==> config.mk <==
export PLATFORM = sky130hd
export DESIGN_NAME = ex_muldiv_unit_flat
export DESIGN_NICKNAME = d
export VERILOG_FILES = /design/src/rtl/ex_muldiv_unit_if.sv /design/src/rtl/ex_muldiv_unit.sv /design/src/flat_wrapper.sv
export SDC_FILE = /design/constraint.sdc
export NUM_CORES = 1
export LEC_CHECK = 0
export CORE_UTILIZATION = 35
export CTS_CLUSTER_SIZE = 16
export DETAILED_ROUTE_END_ITERATION = 8
export GPL_TIMING_DRIVEN = 0
export HOLD_SLACK_MARGIN = 0.12
export PLACE_DENSITY = 0.48
export SLEW_MARGIN = 20
export SYNTH_ARGS = -nofsm -noshare
export SYNTH_HDL_FRONTEND = slang
export SYNTH_SLANG_ARGS = --single-unit
==> constraint.sdc <==
create_clock -name clk -period 7.5 [get_ports clk]
set_input_delay 1.875 -clock clk [delete_from_list [all_inputs] [get_ports clk]]
set_output_delay 1.875 -clock clk [all_outputs]
set_load 0.005 [all_outputs]
==> src/rtl/ex_muldiv_unit_if.sv <==
// ----------------------------------------------------------------------------
// ex_muldiv_unit_if
// Request/response bundle between the EX stage and the iterative RV32M
// multiply/divide unit.
//   master (EX stage): drives E_MulDiv, E_Funct3, E_SrcA, E_SrcB, E_Rd, E_Flush
//   slave  (unit)    : drives MD_Stall, MD_Done, MD_Result, MD_Rd
// Only DATA_WIDTH = 32 is supported.
// ----------------------------------------------------------------------------
interface ex_muldiv_unit_if #(
  parameter int DATA_WIDTH = 32
);
  logic                  E_MulDiv;
  logic [2:0]            E_Funct3;
  logic [DATA_WIDTH-1:0] E_SrcA;
  logic [DATA_WIDTH-1:0] E_SrcB;
  logic [4:0]            E_Rd;
  logic                  E_Flush;
  logic                  MD_Stall;
  logic                  MD_Done;
  logic [DATA_WIDTH-1:0] MD_Result;
  logic [4:0]            MD_Rd;

  modport master (
    output E_MulDiv, E_Funct3, E_SrcA, E_SrcB, E_Rd, E_Flush,
    input  MD_Stall, MD_Done, MD_Result, MD_Rd
  );

  modport slave (
    input  E_MulDiv, E_Funct3, E_SrcA, E_SrcB, E_Rd, E_Flush,
    output MD_Stall, MD_Done, MD_Result, MD_Rd
  );
endinterface

==> src/rtl/ex_muldiv_unit.sv <==
// ----------------------------------------------------------------------------
// ex_muldiv_unit
// Iterative RV32M multiply/divide unit (MUL/MULH/MULHSU/MULHU/DIV/DIVU/REM/
// REMU), 32 iterations on operand magnitudes followed by sign correction.
// Ports:
//   clk     - clock, rising edge
//   rst     - synchronous active-high reset
//   md_bus  - ex_muldiv_unit_if.slave: EX-stage operands/op/flush in,
//             stall, done pulse, result and destination tag out
// Configuration macro:
//   MULDIV_EARLY_OUT_EN - when defined, divide-by-zero and signed overflow
//                         finish straight from IDLE (2-cycle latency).
// ----------------------------------------------------------------------------
module ex_muldiv_unit (
  input  logic               clk,
  input  logic               rst,
  ex_muldiv_unit_if.slave    md_bus
);

  typedef enum logic [1:0] {
    S_IDLE = 2'd0,
    S_CALC = 2'd1,
    S_DONE = 2'd2
  } state_e;

  state_e      state_q, state_d;
  logic [2:0]  op_q, op_d;
  logic [4:0]  rd_q, rd_d;
  // Multiply: left-shifting multiplicand. Divide: dividend in [31:0], MSB out.
  logic [63:0] mcand_q, mcand_d;
  // Multiply: right-shifting multiplier. Divide: divisor magnitude.
  logic [31:0] mplier_q, mplier_d;
  // Multiply: product. Divide: quotient shifted in at [0].
  logic [63:0] acc_q, acc_d;
  logic [31:0] rem_q, rem_d;
  logic [5:0]  cnt_q, cnt_d;
  logic        neg_q, neg_d;
  logic [31:0] result_q, result_d;

  logic        sgn_a_s, sgn_b_s, a_neg_s, b_neg_s, start_neg_s;
  logic [31:0] mag_a_s, mag_b_s;
  logic [63:0] mul_acc_s, fin_prod_s;
  logic [32:0] rem_sh_s;
  logic        div_ge_s;
  logic [31:0] rem_sub_s, div_rem_s, fin_quo_s, fin_rem_s, fin_res_s;
  logic        special_s;
  logic [31:0] special_res_s;

  // Operand signedness, magnitudes and result-sign flag for the start edge
  always_comb begin
    sgn_a_s = 1'b0;
    sgn_b_s = 1'b0;
    case (md_bus.E_Funct3)
      3'b001, 3'b100, 3'b110: begin sgn_a_s = 1'b1; sgn_b_s = 1'b1; end
      3'b010:                 begin sgn_a_s = 1'b1; sgn_b_s = 1'b0; end
      default:                begin sgn_a_s = 1'b0; sgn_b_s = 1'b0; end
    endcase
    a_neg_s = sgn_a_s & md_bus.E_SrcA[31];
    b_neg_s = sgn_b_s & md_bus.E_SrcB[31];
    mag_a_s = a_neg_s ? (32'd0 - md_bus.E_SrcA) : md_bus.E_SrcA;
    mag_b_s = b_neg_s ? (32'd0 - md_bus.E_SrcB) : md_bus.E_SrcB;
    start_neg_s = 1'b0;
    case (md_bus.E_Funct3)
      // A zero divisor must give all-ones quotient, so never negate it.
      3'b100, 3'b101: start_neg_s = (a_neg_s ^ b_neg_s) & (md_bus.E_SrcB != 32'd0);
      3'b110, 3'b111: start_neg_s = a_neg_s;
      default:        start_neg_s = a_neg_s ^ b_neg_s;
    endcase
  end

  // Divide-by-zero / signed-overflow shortcut results
  always_comb begin
    special_s     = 1'b0;
    special_res_s = 32'd0;
`ifdef MULDIV_EARLY_OUT_EN
    if (md_bus.E_Funct3[2]) begin
      special_s = (md_bus.E_SrcB == 32'd0) |
                  (~md_bus.E_Funct3[0] & (md_bus.E_SrcA == 32'h8000_0000) &
                   (md_bus.E_SrcB == 32'hFFFF_FFFF));
    end else begin
      special_s = 1'b0;
    end
    case (md_bus.E_Funct3)
      3'b100:  special_res_s = (md_bus.E_SrcB == 32'd0) ? 32'hFFFF_FFFF : 32'h8000_0000;
      3'b101:  special_res_s = 32'hFFFF_FFFF;
      3'b110:  special_res_s = (md_bus.E_SrcB == 32'd0) ? md_bus.E_SrcA : 32'd0;
      3'b111:  special_res_s = md_bus.E_SrcA;
      default: special_res_s = 32'd0;
    endcase
`else
    special_s     = 1'b0;
    special_res_s = 32'd0;
`endif
  end

  // One iteration step plus sign-corrected result of the current values
  always_comb begin
    mul_acc_s = acc_q + (mplier_q[0] ? mcand_q : 64'd0);
    rem_sh_s  = {rem_q, mcand_q[31]};
    div_ge_s  = (rem_sh_s >= {1'b0, mplier_q});
    rem_sub_s = rem_sh_s[31:0] - mplier_q;
    div_rem_s = div_ge_s ? rem_sub_s : rem_sh_s[31:0];
    fin_prod_s = neg_q ? (64'd0 - acc_d) : acc_d;
    fin_quo_s  = neg_q ? (32'd0 - acc_d[31:0]) : acc_d[31:0];
    fin_rem_s  = neg_q ? (32'd0 - rem_d) : rem_d;
    case (op_q)
      3'b000:                 fin_res_s = fin_prod_s[31:0];
      3'b001, 3'b010, 3'b011: fin_res_s = fin_prod_s[63:32];
      3'b100, 3'b101:         fin_res_s = fin_quo_s;
      3'b110, 3'b111:         fin_res_s = fin_rem_s;
      default:                fin_res_s = 32'd0;
    endcase
  end

  // Next-state and datapath update
  always_comb begin
    state_d  = state_q;
    op_d     = op_q;
    rd_d     = rd_q;
    mcand_d  = mcand_q;
    mplier_d = mplier_q;
    acc_d    = acc_q;
    rem_d    = rem_q;
    cnt_d    = cnt_q;
    neg_d    = neg_q;
    result_d = result_q;
    if (md_bus.E_Flush) begin
      state_d = S_IDLE;
    end else begin
      case (state_q)
        S_IDLE: begin
          if (md_bus.E_MulDiv) begin
            op_d     = md_bus.E_Funct3;
            rd_d     = md_bus.E_Rd;
            mcand_d  = {32'd0, mag_a_s};
            mplier_d = mag_b_s;
            neg_d    = start_neg_s;
            acc_d    = 64'd0;
            rem_d    = 32'd0;
            cnt_d    = 6'd0;
            if (special_s) begin
              state_d  = S_DONE;
              result_d = special_res_s;
            end else begin
              state_d = S_CALC;
            end
          end else begin
            state_d = S_IDLE;
          end
        end
        S_CALC: begin
          if (op_q[2]) begin
            acc_d   = {acc_q[62:0], div_ge_s};
            rem_d   = div_rem_s;
            mcand_d = {mcand_q[62:0], 1'b0};
          end else begin
            acc_d    = mul_acc_s;
            mcand_d  = {mcand_q[62:0], 1'b0};
            mplier_d = {1'b0, mplier_q[31:1]};
          end
          cnt_d = cnt_q + 6'd1;
          if (cnt_q == 6'd31) begin
            state_d  = S_DONE;
            result_d = fin_res_s;
          end else begin
            state_d = S_CALC;
          end
        end
        S_DONE:  state_d = S_IDLE;
        default: state_d = S_IDLE;
      endcase
    end
  end

  // State and datapath registers
  always_ff @(posedge clk) begin
    if (rst) begin
      state_q  <= S_IDLE;
      op_q     <= 3'd0;
      rd_q     <= 5'd0;
      mcand_q  <= 64'd0;
      mplier_q <= 32'd0;
      acc_q    <= 64'd0;
      rem_q    <= 32'd0;
      cnt_q    <= 6'd0;
      neg_q    <= 1'b0;
      result_q <= 32'd0;
    end else begin
      state_q  <= state_d;
      op_q     <= op_d;
      rd_q     <= rd_d;
      mcand_q  <= mcand_d;
      mplier_q <= mplier_d;
      acc_q    <= acc_d;
      rem_q    <= rem_d;
      cnt_q    <= cnt_d;
      neg_q    <= neg_d;
      result_q <= result_d;
    end
  end

  // Stall is combinational so the start cycle already freezes the pipeline
  assign md_bus.MD_Stall  = ((state_q == S_IDLE) & md_bus.E_MulDiv & ~md_bus.E_Flush) |
                            (state_q == S_CALC);
  assign md_bus.MD_Done   = (state_q == S_DONE);
  assign md_bus.MD_Result = result_q;
  assign md_bus.MD_Rd     = rd_q;

endmodule

==> src/flat_wrapper.sv <==
// flat-port wrapper written by rule: the top's interface ports become plain ports
module ex_muldiv_unit_flat 
  (clk, rst, md_bus_E_MulDiv, md_bus_E_Funct3, md_bus_E_SrcA, md_bus_E_SrcB, md_bus_E_Rd, md_bus_E_Flush, md_bus_MD_Stall, md_bus_MD_Done, md_bus_MD_Result, md_bus_MD_Rd);
  ex_muldiv_unit_if md_bus_i ();
  input  logic clk;
  input  logic rst;
  input wire logic [$bits(md_bus_i.E_MulDiv)-1:0] md_bus_E_MulDiv;
  input wire logic [$bits(md_bus_i.E_Funct3)-1:0] md_bus_E_Funct3;
  input wire logic [$bits(md_bus_i.E_SrcA)-1:0] md_bus_E_SrcA;
  input wire logic [$bits(md_bus_i.E_SrcB)-1:0] md_bus_E_SrcB;
  input wire logic [$bits(md_bus_i.E_Rd)-1:0] md_bus_E_Rd;
  input wire logic [$bits(md_bus_i.E_Flush)-1:0] md_bus_E_Flush;
  output wire logic [$bits(md_bus_i.MD_Stall)-1:0] md_bus_MD_Stall;
  output wire logic [$bits(md_bus_i.MD_Done)-1:0] md_bus_MD_Done;
  output wire logic [$bits(md_bus_i.MD_Result)-1:0] md_bus_MD_Result;
  output wire logic [$bits(md_bus_i.MD_Rd)-1:0] md_bus_MD_Rd;
  assign md_bus_i.E_MulDiv = md_bus_E_MulDiv;
  assign md_bus_i.E_Funct3 = md_bus_E_Funct3;
  assign md_bus_i.E_SrcA = md_bus_E_SrcA;
  assign md_bus_i.E_SrcB = md_bus_E_SrcB;
  assign md_bus_i.E_Rd = md_bus_E_Rd;
  assign md_bus_i.E_Flush = md_bus_E_Flush;
  assign md_bus_MD_Stall = md_bus_i.MD_Stall;
  assign md_bus_MD_Done = md_bus_i.MD_Done;
  assign md_bus_MD_Result = md_bus_i.MD_Result;
  assign md_bus_MD_Rd = md_bus_i.MD_Rd;
  ex_muldiv_unit u_core (.clk(clk), .rst(rst), .md_bus(md_bus_i));
endmodule
==> impl_metrics.json, run 1 <==
{
  "status": "completed",
  "period_needed_ps": 7387,
  "finish.utilization": 0.4118,
  "power_frac_seq": 0.356,
  "ant_nets": 0,
  "startpoint": "md_bus_E_MulDiv",
  "ys_async_sr_fraction": 0,
  "rsz0062_at_grt": "true",
  "yosys_warnings": 0,
  "reg2reg_to": "u_core.md_bus.MD_Result[10]$_SDFFE_PP0P_",
  "clk_pin_slew_ps": 50,
  "finalSetupTns_ps": 0,
  "peakVddDrop_mv": 0.1304,
  "portBuffers": 114,
  "postPlaceCellArea_sq_mm": 0.02374,
  "powerDensity_mw_per_mm2": 150.0,
  "skew_ps": 35.18,
  "synth_commonest_cells": "361 x nor2_1, 314 x nand2_1, 299 x a21oi_1",
  "rows": 90,
  "maxCapViolCount": 0,
  "synth_nets": 3241,
  "multi_input_area_sq_mm": 0.01580,
  "die_w_um": 250.4,
  "power.internal_mw": 2.532,
  "place_inst": 3958,
  "ys_ff_latch": 241,
  "finalNonFillerCells": 4020,
  "synth_ff_type": "dfxtp_1",
  "cts-root-buf": "clkbuf_16",
  "synth_top_cell_by_area": "dfxtp_1",
  "post_synth.cell_area_avg_sq_um": 7.052,
  "setup_viol": 0,
  "r2r_cells": 20,
  "yosys.area.top_type_share": 0.2234,
  "drive_above_1_share": 0.04946,
  "slew_violations": 0,
  "io_pins": 115,
  "clockBufferDepth": 3,
  "ctsHoldBuffers": 0,
  "grt_first_pass_wirelength_um": 156100,
  "core-area_sq_mm": 0.06070,
  "worstReg2RegStart": "u_core.mplier_q[0]$_SDFFE_PP0P_",
  "clockPowerShare": 0.441,
  "remaining_drc_errors": 0,
  "slew-limit-headroom": 0.1605,
  "grt_overflow_total": 0,
  "start_util": 0.3558,
  "fin_crit_sh": 0.9849,
  "antenna_found_initial": 2,
  "seq_area_sq_mm": 0.004825,
  "fmax_ghz": 0.1354,
  "fin_nets": 3393,
  "p_sw_mw": 1.216,
  "clock-sinks": 241,
  "numCtsBuffers": 34,
  "grt_max_degree": 12,
  "wl_per_cell_um": 26.76,
  "arrival_ps": 7770,
  "startpoint_type": "input pin",
  "synth_seq_area_share": 0.2234,
  "critPathCapture": "u_core.md_bus.MD_Result[12]$_SDFFE_PP0P_",
  "hold_ws_ps": 462.6,
  "netlist_area_sq_mm": 0.02159,
  "die_area_sq_mm": 0.06270,
  "crit_required_ps": 7880,
  "critPathKind": "in2reg",
  "dr.pass1.iters": 8,
  "final_area_sq_mm": 0.02499,
  "dp_hpwl_um": 86650,
  "cts_max_level": 2,
  "ys_top_cells_by_area": "dfxtp_1 22%, a21oi_1 6.9%, nor2_1 6.3%, ha_1 5.9%, nand2_1 5.5%",
  "syn_inst": 3062,
  "synth_edf_count": 0,
  "worstSkewPairLatency_ps": 560,
  "p_sw_frac": 0.3245,
  "n_fill_cell": 6423,
  "yosysMostFrequentCell": "nor2_1",
  "vias": 24980,
  "dr.first_iter.drc_count": 2652,
  "cts_tree": "yes",
  "rrSetupSlack_ps": 260,
  "crit_path_end_kind": "flop",
  "layout-area-overhead-vs-synth_pct": 15.73,
  "hold_viol": 0,
  "pwr-share-comb": 0.204,
  "cp_max_fo": 10,
  "p_leak_nw": 9.419,
  "vias_per_cell": 6.214,
  "chipHeight_um": 250.4,
  "synth_cell_types": 91,
  "routabilityCongestion": 1.008,
  "holdCritPathClass": "reg2reg",
  "grt_pass1_vias": 23200,
  "globalRouteTotalUtil": 0.3342,
  "wirelength_um": 107600,
  "tightest_slew_ps": 1259
}
-- critical path: stages --
cell,delay [ps]
clkdlybuf4s50_1,520
o21ai_0,500
clkbuf_2,400
clkbuf_2,430
buf_2,460
clkbuf_4,420
clkbuf_4,370
clkbuf_4,360
clkbuf_4,370
a21oi_1,190
ha_1,260
o311ai_1,200
nor3_1,90
nand3_1,130
nor2_1,70
a21oi_1,180
xnor2_1,140
a221oi_1,620
a211oi_1,170
-- metal layers --
metal	global-route usage	wire length (um)	vias up	part of all wire
met5	0	0	-	0
met4	0.09974	3157	0	0.029
met3	0.05185	8914	120	0.083
met2	0.4957	44990	1088	0.42
met1	0.4910	50500	12130	0.47
li1	-	-	11650	-
-- layout by cell type, fill, tap and decap left out, types with 22 or more instances in the layout --
cell / n
nor3_1: 81
clkbuf_16: 35
o21a_1: 39
nand2_1: 314
nand4_1: 55
clkbuf_2: 22
clkbuf_1: 158
a31oi_1: 37
nor2_1: 360
inv_1: 77
xnor2_1: 97
dfxtp_1: 241
and2_1: 77
o21ai_0: 177
nand3_1: 100
or3_1: 27
ha_1: 101
a22oi_1: 30
xor2_1: 90
nor4_1: 35
o211ai_1: 41
and3_1: 22
a21o_1: 26
nor2b_1: 31
a211oi_1: 109
a21oi_1: 298
clkdlybuf4s50_1: 114
o31ai_1: 44
-- state kept, by name, summed over array words and instances (netlist names) --
register                 count
u_core.md_bus.MD_Result     32
u_core.mcand_q              64
u_core.state_q               2
u_core.rem_q                32
u_core.mplier_q             32
u_core.cnt_q                 6
u_core.md_bus.MD_Rd          5
u_core.neg_q                 1
u_core.op_q                  3
u_core.acc_q                64
-- power groups by stage --
stage | combinational (mW) | sequential [mW] | clock [mW]
6_report | 0.764 | 1.33 | 1.65
5_1_grt | 0.816 | 1.34 | 1.72
4_1_cts | 0.745 | 1.33 | 1.67
3_5_place_dp | 0.740 | 1.36 | 0
3_3_place_gp | 0.733 | 1.36 | 0
2_1_floorplan | 0.436 | 1.35 | 0
-- what timing repair did --
| item | 4_1_cts | 5_1_grt |
|---|---|---|
| endpoints found under the setup margin | 101 | 25 |
| pin swaps | 0 | 2 |
| gates resized for setup | 28 | 25 |
| buffers inserted | 2 | 0 |
-- kinds of logic after synthesis --
family	share of synthesized area
AO/OA/AOI/OAI	0.3152
XOR/XNOR	0.07584
adder cells (fa/ha/maj)	0.06037
buffers and inverters	0.04989
flip-flops	0.2234
multiplexers	0.01153
AND/OR/NAND/NOR	0.2637
-- how the worst min path moves through the flow --
stage,start,end,slack (ps),cells past startpoint
2_1_floorplan,u_core.mcand_q[63]$_SDFFE_PP0P_,u_core.mcand_q[63]$_SDFFE_PP0P_,430,2
3_3_place_gp,u_core.md_bus.MD_Rd[2]$_SDFFE_PP0P_,u_core.md_bus.MD_Rd[2]$_SDFFE_PP0P_,440,2
3_5_place_dp,u_core.md_bus.MD_Rd[2]$_SDFFE_PP0P_,u_core.md_bus.MD_Rd[2]$_SDFFE_PP0P_,450,2
4_1_cts,u_core.md_bus.MD_Rd[2]$_SDFFE_PP0P_,u_core.md_bus.MD_Rd[2]$_SDFFE_PP0P_,460,2
5_1_grt,u_core.mcand_q[41]$_SDFFE_PP0P_,u_core.mcand_q[41]$_SDFFE_PP0P_,480,2
6_report,u_core.mcand_q[39]$_SDFFE_PP0P_,u_core.mcand_q[40]$_SDFFE_PP0P_,460,2
-- final cells by class --
type / instances / area share
multi-input combinational: 2538 / 0.6321
sequential: 241 / 0.1931
timing repair buffer: 116 / 0.04626
tap: 782 / 0.03915
clock buffer: 43 / 0.03745
buffer: 205 / 0.03349
inverter: 78 / 0.01172
clock inverter: 14 / 0.006458
antenna: 3 / 0.0003004
-- through the flow --
step           setup WS (ps)  power [mW]
6_report               113.1       3.748
5_1_grt               -34.55       3.867
4_1_cts                46.37       3.745
3_5_place_dp           -3261       2.100
3_3_place_gp           -3575       2.092
2_1_floorplan           1662       1.788
No activity file was read; power rests on OpenSTA's default activity.
==> inputs of run 2 (changes only) <==
GPL_ROUTABILITY_DRIVEN = 0   (was default)
PLACE_DENSITY = 0.5   (was 0.48)
==> run 2 against run 1 <==
Effect of this change:
- maximum frequency decreased by 0.43%
- critical path depth shrank 1
- sequential share of layout area grew 0.068 points
- setup slack got worse by 32 ps
- sequential cell count did not move
==> impl_metrics.json, run 2 (synthesis results as in run 1) <==
{
  "slew_violations": 0,
  "wirelength_um": 99610,
  "cts-root-buf": "clkbuf_16",
  "core-area_sq_mm": 0.06070,
  "dp_hpwl_um": 79530,
  "worstSkewPairLatency_ps": 620,
  "chipHeight_um": 250.4,
  "startpoint_type": "input pin",
  "grt_max_degree": 20,
  "vias_per_cell": 6.335,
  "rows": 90,
  "fin_nets": 3392,
  "grt_pass1_vias": 23320,
  "pwr-share-comb": 0.207,
  "power_mw": 3.587,
  "crit_slowest_cell": "clkdlybuf4s50_1",
  "clock-sinks": 241,
  "cp_max_fo": 10,
  "cts_tree": "yes",
  "crit_chain": "clkdlybuf4s50_1 > nor2_1 > o21ai_0 > clkbuf_2 > clkbuf_2 > clkbuf_2 > clkbuf_4 > clkbuf_4 > clkbuf_2 > clkbuf_4 > a21oi_2 > ha_1 > o311ai_1 > nand3b_1 > o21ai_0 > xor2_1 > a221oi_1 > a211oi_1",
  "slew-limit-headroom": 0.2122,
  "crit_path_end_kind": "flop",
  "fmax_ghz": 0.1348,
  "timing.critical_path.mode_cell": "clkbuf_2",
  "p_sw_mw": 1.175,
  "maxCapViolCount": 0,
  "wl_per_cell_um": 24.79,
  "dr.pass1.iters": 7,
  "place_inst": 3958,
  "final_area_sq_mm": 0.02490,
  "hold_viol": 0,
  "powerDensity_mw_per_mm2": 144.0,
  "period_needed_ps": 7419,
  "postPlaceCellArea_sq_mm": 0.02373,
  "antenna_found_initial": 0,
  "grt_first_pass_wirelength_um": 146500,
  "clockPowerShare": 0.422,
  "holdCritPathClass": "reg2reg",
  "io_pins": 115,
  "drive_above_1_share": 0.04821,
  "setup_ws_ps": 81.20,
  "crit_required_ps": 7940,
  "vias": 25460,
  "clockBufferDepth": 3,
  "peakVddDrop_mv": 0.2034,
  "ctsHoldBuffers": 0,
  "grt_overflow_total": 0,
  "cts_max_level": 1,
  "tightest_slew_ps": 1163,
  "rsz0062_at_grt": "true",
  "clk_pin_slew_ps": 60,
  "arrival_ps": 7860,
  "fin_crit_sh": 0.9892,
  "p_sw_frac": 0.3276,
  "crit_buf_inv": 8,
  "numCtsBuffers": 29,
  "dr.first_iter.drc_count": 3255,
  "p_leak_nw": 9.377,
  "portBuffers": 114,
  "layout_common_cells": "361 x nor2_1, 314 x nand2_1, 297 x a21oi_1",
  "die_area_sq_mm": 0.06270,
  "power.internal_mw": 2.412,
  "die_w_um": 250.4,
  "cpPeakStageDelay_ps": 690,
  "finish.utilization": 0.4103,
  "final_common_cell": "nor2_1",
  "finalNonFillerCells": 4019,
  "globalRouteTotalUtil": 0.3045,
  "dp_slack_ps": -2799,
  "critPathKind": "in2reg",
  "ant_nets": 0,
  "start_util": 0.3558,
  "status": "completed",
  "layout-area-overhead-vs-synth_pct": 15.33,
  "reg_top3": "u_core.acc_q (64), u_core.mcand_q (64)",
  "power_frac_seq": 0.372,
  "remaining_drc_errors": 0,
  "crit_family": "buffers and inverters",
  "skew_ps": 44.53,
  "setup_viol": 0
}
-- run 2: final cells by class --
cell class,instances,area (sq um)
multi-input combinational,2538,15810
clock buffer,39,813.3
sequential,241,4825
clock inverter,15,177.7
timing repair buffer,121,1194
fill,6380,35790
buffer,204,812.0
inverter,78,292.8
tap,782,978.4
antenna,1,2.502
-- run 2: repair_timing --
| action | in CTS | in global routing |
|---|---|---|
| gates resized for setup | 21 | 24 |
| cloned | 0 | 0 |
| setup buffers | 2 | 5 |
| endpoints found under the setup margin | 97 | 22 |
| endpoints found under the hold margin | 0 | 0 |
| pin swaps | 0 | 2 |
-- run 2: power by group through the flow --
| stage | registers [mW] | logic (mW) | clock network (mW) |
|---|---|---|---|
| after floorplan | 1.35 | 0.436 | 0 |
| after global placement | 1.36 | 0.705 | 0 |
| after detailed placement | 1.36 | 0.712 | 0 |
| after CTS | 1.33 | 0.718 | 1.52 |
| after global routing | 1.34 | 0.792 | 1.58 |
| final | 1.33 | 0.742 | 1.51 |
-- run 2: tightest hold or removal path, stage by stage, from the launching register on --
cell	delay, ps
dfxtp_1	310
nand2_1	50
a21oi_1	50
-- run 2: final timing paths --
kind | slack (ps) | start | depth (start not counted) | endpoint
worst min-delay path | 460 | u_core.mcand_q[63]$_SDFFE_PP0P_ | 2 | u_core.mcand_q[63]$_SDFFE_PP0P_
worst max register to register | 230 | u_core.mplier_q[0]$_SDFFE_PP0P_ | 20 | u_core.md_bus.MD_Result[10]$_SDFFE_PP0P_
worst min register to register | 460 | u_core.mcand_q[63]$_SDFFE_PP0P_ | 2 | u_core.mcand_q[63]$_SDFFE_PP0P_
worst max-delay path | 80 | md_bus_E_Flush | 18 | u_core.md_bus.MD_Result[18]$_SDFFE_PP0P_
-- run 2: layer usage --
layer  up-vias  part of all wire  global-route usage
met5         -                 0                   0
met4         0             0.038              0.1067
met3       203              0.10             0.06433
met2      1373              0.42              0.4633
met1     12220              0.44              0.4218
li1      11660                 -                   -
-- run 2: metrics by stage --
stage | TNS, ps | hold slack (ps)
3_5_place_dp | -157680 | 452.7
4_1_cts | 0 | 461.4
6_report | 0 | 459.3
5_1_grt | -8.404 | 480.5
3_3_place_gp | -161120 | 448.7
2_1_floorplan | 0 | 431.9
